`config.mk`:
```
export PLATFORM = sky130hd
export DESIGN_NAME = octave_decimator
export DESIGN_NICKNAME = d
export VERILOG_FILES = /design/src/rtl/octave_decimator.sv
export SDC_FILE = /design/constraint.sdc
export NUM_CORES = 1
export LEC_CHECK = 0
export CAP_MARGIN = 0
export CORE_AREA = 2 2 136 138
export DETAILED_ROUTE_END_ITERATION = 8
export DIE_AREA = 0 0 138 140
export HOLD_SLACK_MARGIN = 0.15
export PLACE_DENSITY = 0.64
export RECOVER_POWER = 25
export SYNTH_ARGS = -nofsm -noshare
export SYNTH_HDL_FRONTEND = slang
export SYNTH_SLANG_ARGS = --single-unit
export TNS_END_PERCENT = 50
```
`constraint.sdc`:
```
create_clock -name clk -period 5.1 [get_ports clk]
set_input_delay 1.02 -clock clk [delete_from_list [all_inputs] [get_ports clk]]
set_output_delay 1.02 -clock clk [all_outputs]
set_load 0.005 [all_outputs]
```
`src/rtl/octave_decimator.sv`:
```
// octave_decimator: keeps even-row/even-column pixels of the blurred raster
// stream and presents them through a first-word-fall-through FIFO with a
// valid/ready handshake and start/done framing for the next octave.
module octave_decimator #(
  parameter int WIDTH      = 128,
  parameter int HEIGHT     = 128,
  parameter int FIFO_DEPTH = 16
) (
  input  logic       clk,
  input  logic       rst,
  input  logic       start,
  input  logic [7:0] pixel_in,
  input  logic       pixel_in_valid,
  input  logic       frame_done_in,
  output logic       start_out,
  output logic [7:0] pixel_out,
  output logic       pixel_out_valid,
  input  logic       pixel_out_ready,
  output logic       done,
  output logic       overflow,
  output logic       short_frame
);

  localparam int          AW        = $clog2(FIFO_DEPTH);
  localparam logic [7:0]  COL_LAST  = 8'(WIDTH - 1);
  localparam logic [16:0] IN_LAST   = 17'(WIDTH * HEIGHT - 1);
  localparam logic [14:0] OUT_TOTAL = 15'((WIDTH / 2) * (HEIGHT / 2));

  typedef enum logic [1:0] {
    S_IDLE,
    S_RUN,
    S_DRAIN
  } state_t;

  state_t      r_state;
  state_t      w_next;

  logic [7:0]  r_col;
  logic [7:0]  r_row;
  logic [16:0] r_in_cnt;
  logic [14:0] r_out_cnt;
  logic [14:0] r_kept_cnt;
  logic [AW:0] r_wr_ptr;
  logic [AW:0] r_rd_ptr;
  logic [7:0]  r_mem [FIFO_DEPTH];
  logic        r_start_out;
  logic        r_overflow;
  logic        r_short;

  logic        w_empty;
  logic        w_full;
  logic        w_accept;
  logic        w_keep;
  logic        w_push;
  logic        w_pop;
  logic        w_drop;
  logic        w_last_in;
  logic        w_short_evt;
  logic        w_done;

  assign w_empty     = (r_wr_ptr == r_rd_ptr);
  assign w_full      = (r_wr_ptr[AW] != r_rd_ptr[AW]) &&
                       (r_wr_ptr[AW-1:0] == r_rd_ptr[AW-1:0]);
  assign w_pop       = !w_empty && pixel_out_ready;
  // start takes priority: a pixel arriving with start is never accepted
  assign w_accept    = (r_state == S_RUN) && pixel_in_valid && !start;
  assign w_keep      = w_accept && !r_row[0] && !r_col[0];
  assign w_push      = w_keep && (!w_full || w_pop);
  assign w_drop      = w_keep && w_full && !w_pop;
  assign w_last_in   = w_accept && (r_in_cnt == IN_LAST);
  assign w_short_evt = (r_state == S_RUN) && !start && frame_done_in && !w_last_in;

  // State register
  always_ff @(posedge clk or posedge rst) begin
    if (rst) r_state <= S_IDLE;
    else     r_state <= w_next;
  end

  // Next-state logic; start restarts from any state
  always_comb begin
    w_next = r_state;
    if (start) begin
      w_next = S_RUN;
    end else begin
      unique case (r_state)
        S_IDLE:  w_next = S_IDLE;
        S_RUN: begin
          if (w_done)                        w_next = S_IDLE;
          else if (w_last_in || w_short_evt) w_next = S_DRAIN;
        end
        S_DRAIN: if (w_done) w_next = S_IDLE;
        default: w_next = S_IDLE;
      endcase
    end
  end

  // Done detection. In RUN the out counter can only reach the full-frame
  // target once every kept pixel has been transferred or dropped, so done may
  // fire before the trailing non-kept input pixels; in DRAIN the target is
  // the number of pixels actually kept (covers short frames).
  always_comb begin
    w_done = 1'b0;
    unique case (r_state)
      S_RUN:   w_done = !start && (r_out_cnt == OUT_TOTAL);
      S_DRAIN: w_done = !start && (r_out_cnt == r_kept_cnt);
      default: w_done = 1'b0;
    endcase
  end

  // Raster position, frame counters and sticky status flags
  always_ff @(posedge clk or posedge rst) begin
    if (rst) begin
      r_col      <= '0;
      r_row      <= '0;
      r_in_cnt   <= '0;
      r_out_cnt  <= '0;
      r_kept_cnt <= '0;
      r_overflow <= 1'b0;
      r_short    <= 1'b0;
    end else if (start) begin
      r_col      <= '0;
      r_row      <= '0;
      r_in_cnt   <= '0;
      r_out_cnt  <= '0;
      r_kept_cnt <= '0;
      r_overflow <= 1'b0;
      r_short    <= 1'b0;
    end else begin
      if (w_accept) begin
        r_in_cnt <= r_in_cnt + 17'd1;
        if (r_col == COL_LAST) begin
          r_col <= '0;
          r_row <= r_row + 8'd1;
        end else begin
          r_col <= r_col + 8'd1;
        end
      end
      if (w_keep)          r_kept_cnt <= r_kept_cnt + 15'd1;
      if (w_pop || w_drop) r_out_cnt  <= r_out_cnt + 15'd1;
      if (w_drop)          r_overflow <= 1'b1;
      if (w_short_evt)     r_short    <= 1'b1;
    end
  end

  // FIFO pointers; start flushes any leftover contents
  always_ff @(posedge clk or posedge rst) begin
    if (rst) begin
      r_wr_ptr <= '0;
      r_rd_ptr <= '0;
    end else if (start) begin
      r_wr_ptr <= '0;
      r_rd_ptr <= '0;
    end else begin
      if (w_push) r_wr_ptr <= r_wr_ptr + 1'b1;
      if (w_pop)  r_rd_ptr <= r_rd_ptr + 1'b1;
    end
  end

  // FIFO storage write
  always_ff @(posedge clk) begin
    if (w_push) r_mem[r_wr_ptr[AW-1:0]] <= pixel_in;
  end

  // start_out follows start by one cycle
  always_ff @(posedge clk or posedge rst) begin
    if (rst) r_start_out <= 1'b0;
    else     r_start_out <= start;
  end

  // Output drive; head entry is gated so pixel_out reads 0 when empty
  always_comb begin
    pixel_out_valid = !w_empty;
    pixel_out       = w_empty ? '0 : r_mem[r_rd_ptr[AW-1:0]];
    start_out       = r_start_out;
    done            = w_done;
    overflow        = r_overflow;
    short_frame     = r_short;
  end

endmodule

```
== Yosys cells after proc, flatten, opt, wreduce, memory -nomap -nowiden ==
Memory sizes are Yosys's and may differ from the RTL's.
Cells that the tools add are included.
Word-level totals
  RAM bits: 128
  register bits after elaboration: 78
  word-level logic and storage cells: 94
  memories: 1
  bits of input ports: 14
Memory list
  r_mem: words 16, width 8, read ports 1, clocked after Yosys merged registers in 0, wr ports 1, line 45  | logic [7:0] r_mem [FIFO_DEPTH];
Cells by class
  muxes and demuxes: 29
  reductions and logical operators: 35
  $add $sub $neg: 7
  equality and inequality tests: 11
Operator list (count)
  $mux 15: 4
  $mux 8: 7
  $mux 17: 2
  $add 15x1->15 const B: 2
  $mux 5: 4
  $add 17x1->17 const B: 1
  $eq 17x14->1 const B: 1
  $add 8x1->8 const B: 2
  $reduce_bool 2->1: 8
  $eq 15x13->1 const B: 1
  $eq 15x15->1: 1
  $logic_and 1x1->1: 15
  $add 5x1->5 const B: 2
  $eq 8x7->1 const B: 1
  $mux 2: 4
  $logic_not 1->1: 7
  $mux 1: 6
  $eq 5x5->1: 1
  $eq 4x4->1: 1
  $ne 4x3->1 const B: 1
  $pmux 2 s2: 1
  $reduce_and 2->1: 2
  $logic_or 1x1->1: 3
  $ne 3x3->1 const B: 1
  other kinds (4): 4

== Depth between registers and ports, before layout ==
  word-level depth: 11
  gate-level depth with buffers: 9
  depth with buffers taken out: 8

== Worst setup path before layout ==
OpenSTA, ideal clock, no wires.
  kind: input port to output port
  start point: in start
  end point: out done
  setup slack: 1.959 ns
  data required time: 4.080 ns
  cell stages on the path: 6
  arrival time: 2.121 ns
  cell sequence: nor2_1 -> o21ai_0 -> a2111oi_0 -> nand4_1 -> or4_1 -> inv_1
Between the ends
  cells in the longest elaborated chain, start to end: 3
  elaborated cells on any way between the ends: 4
  those cells by class: mux: 1; reduce/logical: 3
Ends and longest elaborated chain
  start: declaration: line 11  | input logic start,
  $logic_not 1->1 (*): line 104, 105
  $logic_and 1x1->1 (on tied branches): line 105, 104
  $pmux 1 s2 (*): line 103  | unique case (r_state)
  end: declaration: line 19  | output logic done,
Mark *: on every way between the ends. The rest lies on a longest branch, timed or not.

== Worst setup path after layout ==
  start point: reg r_state[0]
  end point: out done
Between the ends
  cells in the longest elaborated chain, start to end: 2
  elaborated cells on any way between the ends: 3
  those cells by class: eq/ne: 2; mux: 1
Ends and longest elaborated chain
  start: declaration: line 35  | state_t r_state;
  start signal: assignment: line 76  | else r_state <= w_next;
  $eq 2x2->1 / $eq 2x1->1 (equally long branches): line 103
  $pmux 1 s2 (*): line 103
Marks and branches as above.

==> qor.csv <==
metric,value,unit
final design utilization,0.5664,
mux contribution to synthesized area,0.1069,
R2R depth,8,
vias per inst,5.746,
Post-synth EDFFs,128,
measured slew at the worst slew-check pin,0.8182,ns
Clock Tree Buf Depth,2,
leak pwr,3.608,nW
gpl congestion,0.8598,
RR Endpoint,r_mem[2][0],
Synth Area in Adders,0.01558,
Final ANT Viol Nets,0,
worst-skew pair later-pin latency,0.44,ns
# fillers,1440,
I/O Pins,27,
Simple-Gate Fraction of Synth Area,0.1234,
multi-input combinational cell area,3009,um2
gr ovfl total,0,
number of cells on the critical path,8,
ys flop type,edfxtp_1,
Post-CTS Setup Inserts,0,
core footprint,17780,um2
Die X,138,um
R2R Path Start,r_state[1],
Compound-Gate Fraction of Synth Area,0.04716,
Die Footprint,19320,um2
worst hold slack,0.5237,ns
Synth area leaders,"edfxtp_1, dfrtp_1, mux4_2, xor2_1, nor2_1",
VDD IR max,0.2649,mV
Netlist cell types,54,
Setup CP Type,flop to output port,
Max-Cap Viols,0,
total power,3.507,mW
wire per inst,20.13,um
largest family of logic cells by synthesized area,simple AND/OR/NAND/NOR gates,
final net count,697,
slowest CP cell,or4_1,
Post-DP HPWL,11.95,mm
"FF+latch count, synth",199,
DRC violations left,0,
share of cells above drive strength 1,0.1635,
post-cts resize count,0,
top cell type by total area after synthesis,edfxtp_1,
DRT Pass-1 Iters,4,
DRT Wirelength,18.40,mm
CTS tree,done,
Tmin final,4.257,ns
Final Setup Violations,0,
Area growth syn-to-layout,13.99,%
FMAX,234.9,MHz
crit start category,flop,
Max transition margin,0.4538,
Hold/Removal Path Class,flop to flop,
Avg Synthesized Cell Area,14.05,um2
Synth Area in XOR/XNOR,0.04759,
Antenna Cells,0,
TritonCTS Buffers,17,
Placed Area,9448,um2
Total GRT Usage,0.1995,
outcome,"finished, final reports clean",
Sum Neg Setup Slack,0,ns
Cells after Synth,629,
Starting Density,0.4969,
critical-path cell list,inv_1 -> ha_1 -> or4_1 -> o31ai_1 -> o21ai_0 -> or4_1 -> inv_1 -> clkdlybuf4s50_1,
Synth top area share,0.4351,
die height,140,um
CP max FO,16,
"Hold-fix buffers, CTS",0,
FP Rows,49,
ys async rst share,0.3568,
Final Hold Viols,0,
sequential area share after synthesis,0.6362,
RSZ-0062 raised after global routing,no,
initial antenna violation count,0,
clock sinks,199,
fin crit share,0.8348,
Synth Warn #,0,
max-slew violations,0,
Setup Skew,0.01168,ns
crit-path max cell delay,0.59,ns
CTS clock-pin slew for the worst setup and hold paths,0.07,ns
critical path data required time,4.08,ns
vias after detailed routing,5252,
R2R setup slack,2.34,ns
number of global-route vias before repair,5504,
Root Driver,clkbuf_16,
H-Tree Level Count,4,
CP top delay family,simple AND/OR/NAND/NOR gates,
Synth Cell Area,8835,um2
list of most frequent post-synthesis cells,"edfxtp_1, dfrtp_1, nor2_1, mux4_2, nand2_1",
Worst Setup End Kind,output port,
worst path bufs/invs,3,
Worst Path Arrival,3.24,ns
Final Cell Area,10070,um2
DRT iter0 DRCs,432,
Power Dens Cells,348.3,nW/um2
I/O Buffers,26,
Worst Setup EP,done,
FF/Latch Area,5622,um2
first-pass GRT wire length,29.86,mm
largest net degree at the start of global routing,62,
Critical Path Start,r_state[0],
"count leader, synth",edfxtp_1,
post-synthesis net count,654,
-- state kept, by name (all words and copies together), names as in the netlist --
| name | cells |
|---|---|
| r_state | 2 |
| r_rd_ptr | 5 |
| r_out_cnt | 15 |
| r_col | 8 |
| r_wr_ptr | 5 |
| r_kept_cnt | 15 |
| r_mem | 128 |
| r_in_cnt | 17 |
| r_row | 1 |
| overflow | 1 |
| start_out | 1 |
| short_frame | 1 |
-- worst min-delay path by stage --
stage,start,end,cells after the start
global placement,short_frame,short_frame,2
CTS,short_frame,short_frame,2
floorplan,overflow,overflow,2
detailed placement,short_frame,short_frame,2
finish,short_frame,short_frame,2
global route,short_frame,short_frame,2
-- worst min-delay path: stages (launching register included) --
cell     delay, ns
dfrtp_1       0.35
a31oi_1       0.05
nor2_1        0.09
-- through the flow --
stage                     cells  worst slack [ns]
after floorplan             629             1.959
after global placement      882             1.251
after detailed placement    882             1.117
after CTS                   914            0.8316
after global routing        914            0.6819
final                       914            0.8427
-- layer usage --
layer	share of wire	global-route usage	vias up	wire [um]
met4	0.0093	0.05156	0	172
met2	0.53	0.3611	90	9791
li1	-	-	2436	-
met5	0	0	-	0
met1	0.43	0.2452	2709	7823
met3	0.033	0.04239	17	609
-- layout by cell type (no fill, tap or decap), types with 18 or more instances in the layout --
cell,n
buf_4,22
clkdlybuf4s50_1,18
dfrtp_1,70
edfxtp_1,128
inv_1,22
mux4_2,40
nand2_1,38
nand3_1,24
nor2_1,69
xor2_1,31
-- power breakdown --
group          internal (mW)  switching, mW
sequential              1.75         0.0466
combinational          0.150          0.160
clock                  0.753          0.650
-- cells by family (layout without fill, tap and decap cells) --
logic type                 after synthesis  after routing
and+or+nand+nor                        217            217
DFF                                    199            199
AOI/OAI and AO/OA                       61             61
buffers and inverters                   49            105
xor gates and xnor gates                48             48
muxes                                   44             44
adders and majority gates               11             11
-- area by class of cell --
class | count | area share
inverter | 24 | 0.008945
sequential | 199 | 0.5582
timing repair buffer | 49 | 0.04373
multi-input combinational | 381 | 0.2988
clock inverter | 15 | 0.01963
tap | 229 | 0.02845
clock buffer | 17 | 0.04224
Note: power is estimated with default switching activity, not from simulation.
